### config.mk
export PLATFORM = sky130hd
export DESIGN_NAME = prpg_seq_ctrl
export DESIGN_NICKNAME = d
export VERILOG_FILES = /design/src/rtl/prpg_seq_ctrl.sv
export SDC_FILE = /design/constraint.sdc
export NUM_CORES = 1
export LEC_CHECK = 0
export BUFFER_PORTS_ARGS = -buffer_cell sky130_fd_sc_hd__buf_2
export CAP_MARGIN = 20
export CORE_MARGIN = 10
export CORE_UTILIZATION = 29
export CTS_BUF_LIST = sky130_fd_sc_hd__clkbuf_16
export DETAILED_ROUTE_END_ITERATION = 16
export GPL_ROUTABILITY_DRIVEN = 0
export PLACE_DENSITY = 0.56
export RECOVER_POWER = 25
export SYNTH_ARGS = -nofsm -noshare
export SYNTH_HDL_FRONTEND = slang
export SYNTH_SLANG_ARGS = --single-unit
export TNS_END_PERCENT = 30
### constraint.sdc
create_clock -name Clk -period 2.1 [get_ports Clk]
set_input_delay 0.105 -clock Clk [delete_from_list [all_inputs] [get_ports Clk]]
set_output_delay 0.105 -clock Clk [all_outputs]
set_load 0.005 [all_outputs]
### src/rtl/prpg_seq_ctrl.sv
// Run sequencer for the Prpg10 pattern generator: seed load, settle, timed run and completion status.
// Define PRPG_CTRL_SIG_EN to compact PrpgOut into Signature during RUN; otherwise Signature is 0.
module prpg_seq_ctrl #(
  parameter int unsigned WIDTH      = 10,
  parameter int unsigned LEN_W      = 16,
  parameter int unsigned SETTLE_CYC = 1
) (
  input  logic             Clk,
  input  logic             Reset,
  input  logic             CmdValid,
  output logic             CmdReady,
  input  logic [WIDTH-1:0] CmdSeed,
  input  logic [LEN_W-1:0] CmdLen,
  input  logic             Abort,
  output logic [WIDTH-1:0] PrpgSeed,
  output logic             PrpgUpld,
  output logic             PrpgStart,
  input  logic [WIDTH-1:0] PrpgOut,
  output logic             Busy,
  output logic             Done,
  output logic [1:0]       DoneStatus,
  output logic [LEN_W-1:0] RunCnt,
  output logic [WIDTH-1:0] Signature
);

  typedef enum logic [2:0] {StIdle, StLoad, StSettle, StRun, StDone} state_e;

  localparam logic [3:0]       SettleInit = 4'(SETTLE_CYC - 1);
  localparam logic [1:0]       StatOk     = 2'b00;
  localparam logic [1:0]       StatAbort  = 2'b01;
  localparam logic [1:0]       StatBadSd  = 2'b10;
  localparam logic [LEN_W-1:0] LenOne     = LEN_W'(1);

  state_e           state;
  logic [LEN_W-1:0] len_left;
  logic [3:0]       settle_cnt;

  assign CmdReady = (state == StIdle);

  always_ff @(posedge Clk or posedge Reset) begin
    if (Reset) begin
      state      <= StIdle;
      len_left   <= '0;
      settle_cnt <= '0;
      PrpgSeed   <= '0;
      PrpgUpld   <= 1'b0;
      PrpgStart  <= 1'b0;
      Busy       <= 1'b0;
      Done       <= 1'b0;
      DoneStatus <= StatOk;
      RunCnt     <= '0;
    end else begin
      unique case (state)
        StIdle: begin
          if (CmdValid) begin
            PrpgSeed <= CmdSeed;
            len_left <= CmdLen;
            RunCnt   <= '0;
            // An all-zero seed would lock the LFSR up, so it is rejected without a load.
            if (CmdSeed == '0) begin
              state      <= StDone;
              Done       <= 1'b1;
              DoneStatus <= StatBadSd;
            end else begin
              state      <= StLoad;
              PrpgUpld   <= 1'b1;
              Busy       <= 1'b1;
              DoneStatus <= StatOk;
            end
          end
        end
        StLoad: begin
          PrpgUpld <= 1'b0;
          if (Abort) begin
            state      <= StDone;
            Busy       <= 1'b0;
            Done       <= 1'b1;
            DoneStatus <= StatAbort;
          end else begin
            state      <= StSettle;
            settle_cnt <= SettleInit;
          end
        end
        StSettle: begin
          if (Abort) begin
            state      <= StDone;
            Busy       <= 1'b0;
            Done       <= 1'b1;
            DoneStatus <= StatAbort;
          end else if (settle_cnt != '0) begin
            settle_cnt <= settle_cnt - 4'd1;
          end else if (len_left == '0) begin
            state      <= StDone;
            Busy       <= 1'b0;
            Done       <= 1'b1;
            DoneStatus <= StatOk;
          end else begin
            state     <= StRun;
            PrpgStart <= 1'b1;
          end
        end
        StRun: begin
          // The cycle ending on an abort edge still ran, so it is counted.
          RunCnt   <= RunCnt + LenOne;
          len_left <= len_left - LenOne;
          if (Abort || (len_left == LenOne)) begin
            state      <= StDone;
            PrpgStart  <= 1'b0;
            Busy       <= 1'b0;
            Done       <= 1'b1;
            DoneStatus <= Abort ? StatAbort : StatOk;
          end
        end
        StDone: begin
          state <= StIdle;
          Done  <= 1'b0;
        end
        default: state <= StIdle;
      endcase
    end
  end

`ifdef PRPG_CTRL_SIG_EN
  logic [WIDTH-1:0] sig;

  always_ff @(posedge Clk or posedge Reset) begin
    if (Reset) begin
      sig <= '0;
    end else if ((state == StIdle) && CmdValid && (CmdSeed != '0)) begin
      sig <= '0;
    end else if ((state == StRun) && !Abort) begin
      sig <= {sig[WIDTH-2:0], sig[WIDTH-1]} ^ PrpgOut;
    end
  end

  assign Signature = sig;
`else
  logic unused_prpg_out;

  assign unused_prpg_out = ^PrpgOut;
  assign Signature       = '0;
`endif

endmodule

# Yosys cells after proc, flatten, opt, wreduce, memory -nomap -nowiden
# Cells that the tools add are included.
# classes
n_addsub	3
eq_ne	17
n_mux	46
n_reduce_logical	20
# op_table
cell	n
16-bit one-hot mux with 2 select lines	2
16-bit 2-to-1 mux	2
3-bit 2-to-1 mux	7
1-bit 2-to-1 mux	18
2-bit != test (second input constant)	9
16-bit by 1-bit adder with 16-bit output (second input constant)	1
16-bit by 1-bit == test with 1-bit output (second input constant)	1
16-bit logical NOT	1
16-bit by 1-bit subtractor with 16-bit output (second input constant)	1
2-bit 2-to-1 mux	7
7-bit AND reduction	2
4-bit 2-to-1 mux	3
3-bit one-hot mux with 4 select lines	1
10-bit logical NOT	1
2-bit one-hot mux with 4 select lines	1
4-bit one-hot mux with 2 select lines	1
2-bit nonzero test	4
4-bit nonzero test	2
3-bit by 2-bit == test with 1-bit output (second input constant)	2
3-bit != test (second input constant)	2
3-bit AND reduction	2
6-bit AND reduction	1
1-bit one-hot mux with 5 select lines	1
5-bit AND reduction	1
other kinds (11)	13
# word_totals
regBits	55
in_bits	40
out_inout_bits	43
elab_cells	96

# Longest topological paths before layout
# depth
depth_word	5
mapped_depth	7
ltp_nobuf	7

# Least setup slack after synthesis
# OpenSTA, ideal clock, no wires.
# synth_path
path_kind	register to register
startpoint	register len_left[8]
endpoint	register DoneStatus[0]
setup_ns	0.128
arrival_ns	1.670
required_time_ns	1.972
path_slack_ns	0.303
stages_incl_launch_ff	6
n_path_buf	0
period_less_slack_ns	1.797
cell_sequence	dfrtp_1 -> nor4_4 -> nand4_1 -> a21oi_1 -> and3_1 -> mux2_1
# synth_via
elab_chain_len	4
elab_cells_between_ends	6
classes_between	eq/ne (3); reduce/logical (3)
# synth_lines
item	line_no	source
start: declaration	35	logic [LEN_W-1:0] len_left;
start signal: assignment	57	len_left <= CmdLen;
start signal: assignment	105	len_left <= len_left - LenOne;
16-bit by 1-bit == test with 1-bit output	106	if (Abort || (len_left == LenOne)) begin
1-bit logical OR	106	
2-bit != test (no source line)	n/a	
6-bit AND reduction (no source line) *	n/a	
end signal: assignment	89	DoneStatus <= StatAbort;
end signal: assignment	96	DoneStatus <= StatOk;
end signal: assignment	111	DoneStatus <= Abort ? StatAbort : StatOk;
end: declaration	21	output logic [1:0] DoneStatus,
# Every way passes the cells marked *; elsewhere a longest branch is shown, timed or not.
# A chain may end at the register's enable or synchronous reset.

# Final worst setup path
# layout_path
startpoint	register len_left[9]
endpoint	register DoneStatus[1]
# The elaborated chain is that of the path after synthesis.

==> impl_metrics.json <==
{
  "antenna_left": 0,
  "die-area_um2": 14800,
  "grt_pass1_wl_um": 13100,
  "arrival_ns": 2.14,
  "worstHoldEndpoint": "PrpgSeed[3]",
  "yosysSeqAreaShare": 0.459,
  "cellPowerDensity_nw_per_um2": 1210,
  "layout-drive-gt1-share": 0.198,
  "power_leakage_nw": 1.68,
  "diodes": 0,
  "ys_ff_latch": 55,
  "fin_util": 0.360,
  "ir_worst_vdd_mv": 0.491,
  "r2r_cells": 5,
  "reg2reg_slack_ns": 0.14,
  "clock.fmax_mhz": 511,
  "synth_ff_type": "dfrtp_1",
  "timing.final.crit_period_ns": 1.96,
  "hold_violations": 0,
  "slew_viol_final": 0,
  "antenna_found_initial": 0,
  "setup_viol": 0,
  "dpl_cell_area_um2": 3510,
  "cts_root_buf": "clkbuf_16",
  "p_sw_frac": 0.408,
  "syn_avg_cell_area_um2": 8.91,
  "ios": 83,
  "internal_power_mw": 2.63,
  "drc_errors": 0,
  "p_switching_mw": 1.82,
  "syn2layout_area_growth_pct": 22.1,
  "viasPerCell": 4.89,
  "power.share.combinational": 0.402,
  "numCtsBuffers": 5,
  "hold_start": "CmdSeed[3]",
  "r2r_end": "DoneStatus[1]",
  "startpoint_type": "flop",
  "hold_class": "in2reg",
  "drt_iter0_drc": 160,
  "floorplan.initialDensity": 0.295,
  "clock_latency_ns": 0.29,
  "num_vias": 2668,
  "critical_path_buf_inv_count": 0,
  "wire_per_inst_um": 14.6,
  "end_kind": "flop",
  "finalCritPeriodShare": 0.932,
  "tightestPinTransition_ns": 0.690,
  "cpMaxStageDelayCell": "dfrtp_1",
  "fp.coreArea_um2": 10200,
  "required_ns": 2.28,
  "cts_tree": "built",
  "die_h_um": 122,
  "dp_hpwl_um": 6020,
  "clock-sinks": 55,
  "clock-skew-final_ns": 0.0110,
  "cts.path.max_buffers": 2,
  "clkPwrFrac": 0.188,
  "track_usage": 0.107,
  "yosysWarnings": 0,
  "p_total_mw": 4.45,
  "syn_area_um2": 3000,
  "cts_max_level": 2,
  "first_pass_iters": 4,
  "critPathMaxStageDelay_ns": 0.45,
  "placementRows": 37,
  "holdPathStages": 3,
  "async_reset_ff_frac": 1.00,
  "seq_power_share": 0.410,
  "maxCapViolCount": 0,
  "path_class": "reg2reg",
  "fin_area_um2": 3660,
  "synth_cells": 337,
  "drt_wl_total_um": 8000,
  "overflow": 0,
  "r2r-start": "len_left[9]",
  "crit_chain": "nor4_4 -> nand4_1 -> a21oi_2 -> and3_1 -> mux2_1",
  "die_w_um": 122,
  "path_depth": 5,
  "critical-path-top-delay-family": "simple AND/OR/NAND/NOR gates",
  "max_slew_margin": 0.539,
  "portBuffers": 62,
  "grt_pass1_vias": 2632,
  "synth_edf_count": 0,
  "ys_types": 51,
  "path_clk_slew_ns": 0.08,
  "status": "finished clean",
  "nets": 455,
  "critPathMaxFanout": 6,
  "grt_max_degree": 40
}
[power by group through the flow]
stage	sequential, mW	combinational [mW]	clock (mW)
final	1.83	1.79	0.838
after global routing	1.90	2.05	0.911
after CTS	1.81	1.84	0.872
after detailed placement	1.83	1.84	0
after global placement	1.82	1.81	0
after floorplan	1.76	1.23	0
[cell usage after synthesis, types with 7 or more instances]
| cell | n | area [um^2] |
|---|---|---|
| o211ai_1 | 8 | 60.1 |
| nor2_1 | 26 | 97.6 |
| dfrtp_1 | 55 | 1380 |
| clkbuf_1 | 7 | 26.3 |
| o21ai_0 | 27 | 135 |
| nand3_1 | 15 | 75.1 |
| inv_1 | 11 | 41.3 |
| a21oi_1 | 11 | 55.1 |
| buf_4 | 11 | 82.6 |
| nand4_1 | 8 | 50.1 |
| nand2_1 | 62 | 233 |
| nor3_1 | 9 | 45.0 |
[repair_timing]
| item | in CTS | in global routing |
|---|---|---|
| buffers inserted | 0 | 1 |
| resized for setup | 0 | 4 |
| hold endpoints to repair | 16 | 0 |
| hold buffers | 1 | 0 |
| setup endpoints to repair | 0 | 2 |
[layer usage]
layer | vias up | part of all wire | track usage | routed length, um
li1 | 1343 | - | - | -
met1 | 1271 | 0.48 | 0.140 | 3820
met2 | 52 | 0.45 | 0.169 | 3640
met3 | 2 | 0.064 | 0.0356 | 510
met4 | 0 | 0.0031 | 0.0179 | 25
met5 | - | 0 | 0 | 0
[sequential cells by signal, indices dropped and copies added, names as in the netlist]
register,flops
DoneStatus,2
PrpgStart,1
Done,1
PrpgUpld,1
PrpgSeed,10
settle_cnt,4
RunCnt,16
state,3
len_left,16
Busy,1
[worst reg2reg max path, delay by kind of cell (launching register included)]
kind / cells / cell delay, ns
AO/OA/AOI/OAI: 1 / 0.21
AND/OR/NAND/NOR: 3 / 0.85
multiplexers: 1 / 0.33
flip-flops: 1 / 0.45
[cells in the final DEF (no fill, tap or decap), types with 6 or more instances in the layout]
cell and instances:
nand2_1 62, nor3_1 9, ha_1 6, a21oi_1 10, nor2_1 26, a31oi_1 6
o21ai_0 27, nand3_1 15, nand4_1 8, inv_1 11, nand2b_1 6, buf_2 43
dfrtp_1 54, clkbuf_1 19, buf_4 14, conb_1 10, o211ai_1 8
[through the flow]
step | TNS (ns) | instances | setup slack (ns) | hold slack [ns]
floorplan | 0 | 346 | 0.303 | 0.210
global placement | 0 | 536 | 0.120 | 0.109
detailed placement | 0 | 536 | 0.0694 | 0.104
CTS | 0 | 545 | 0.0579 | 0.0112
global route | -0.0159 | 546 | -0.00852 | 0.0205
finish | 0 | 546 | 0.143 | 0.0196
[final cells by class]
class	count	area, um^2
Fill cell	1099	6520
Multi-Input combinational cell	258	1510
Sequential cell	55	1380
Timing Repair Buffer	78	422
Tap cell	136	170
Clock buffer	5	125
Inverter	11	41.3
Clock inverter	3	22.5
[how the worst max path moves through the flow]
stage            startpoint            end  slack (ns)
3_5_place_dp    len_left[6]  DoneStatus[1]        0.07
5_1_grt         len_left[1]  DoneStatus[1]      -0.009
3_3_place_gp    len_left[6]  DoneStatus[0]        0.12
4_1_cts        len_left[15]  DoneStatus[1]        0.06
2_1_floorplan   len_left[8]  DoneStatus[0]        0.30
6_report        len_left[9]  DoneStatus[1]        0.14
[cells by family (layout without fill, tap and decap cells)]
| group | count (synthesis) | count (layout) | share of synthesized area |
|---|---|---|---|
| fa+ha+maj | 6 | 6 | 0.0250 |
| flops | 55 | 55 | 0.459 |
| xor+xnor | 2 | 2 | 0.00584 |
| compound gates | 77 | 77 | 0.165 |
| mux | 3 | 3 | 0.0108 |
| simple gates | 160 | 160 | 0.277 |
| other cells | 1 | 10 | 0.00125 |
| buf+inv | 33 | 97 | 0.0563 |
Power figures use the tool's default switching activity.
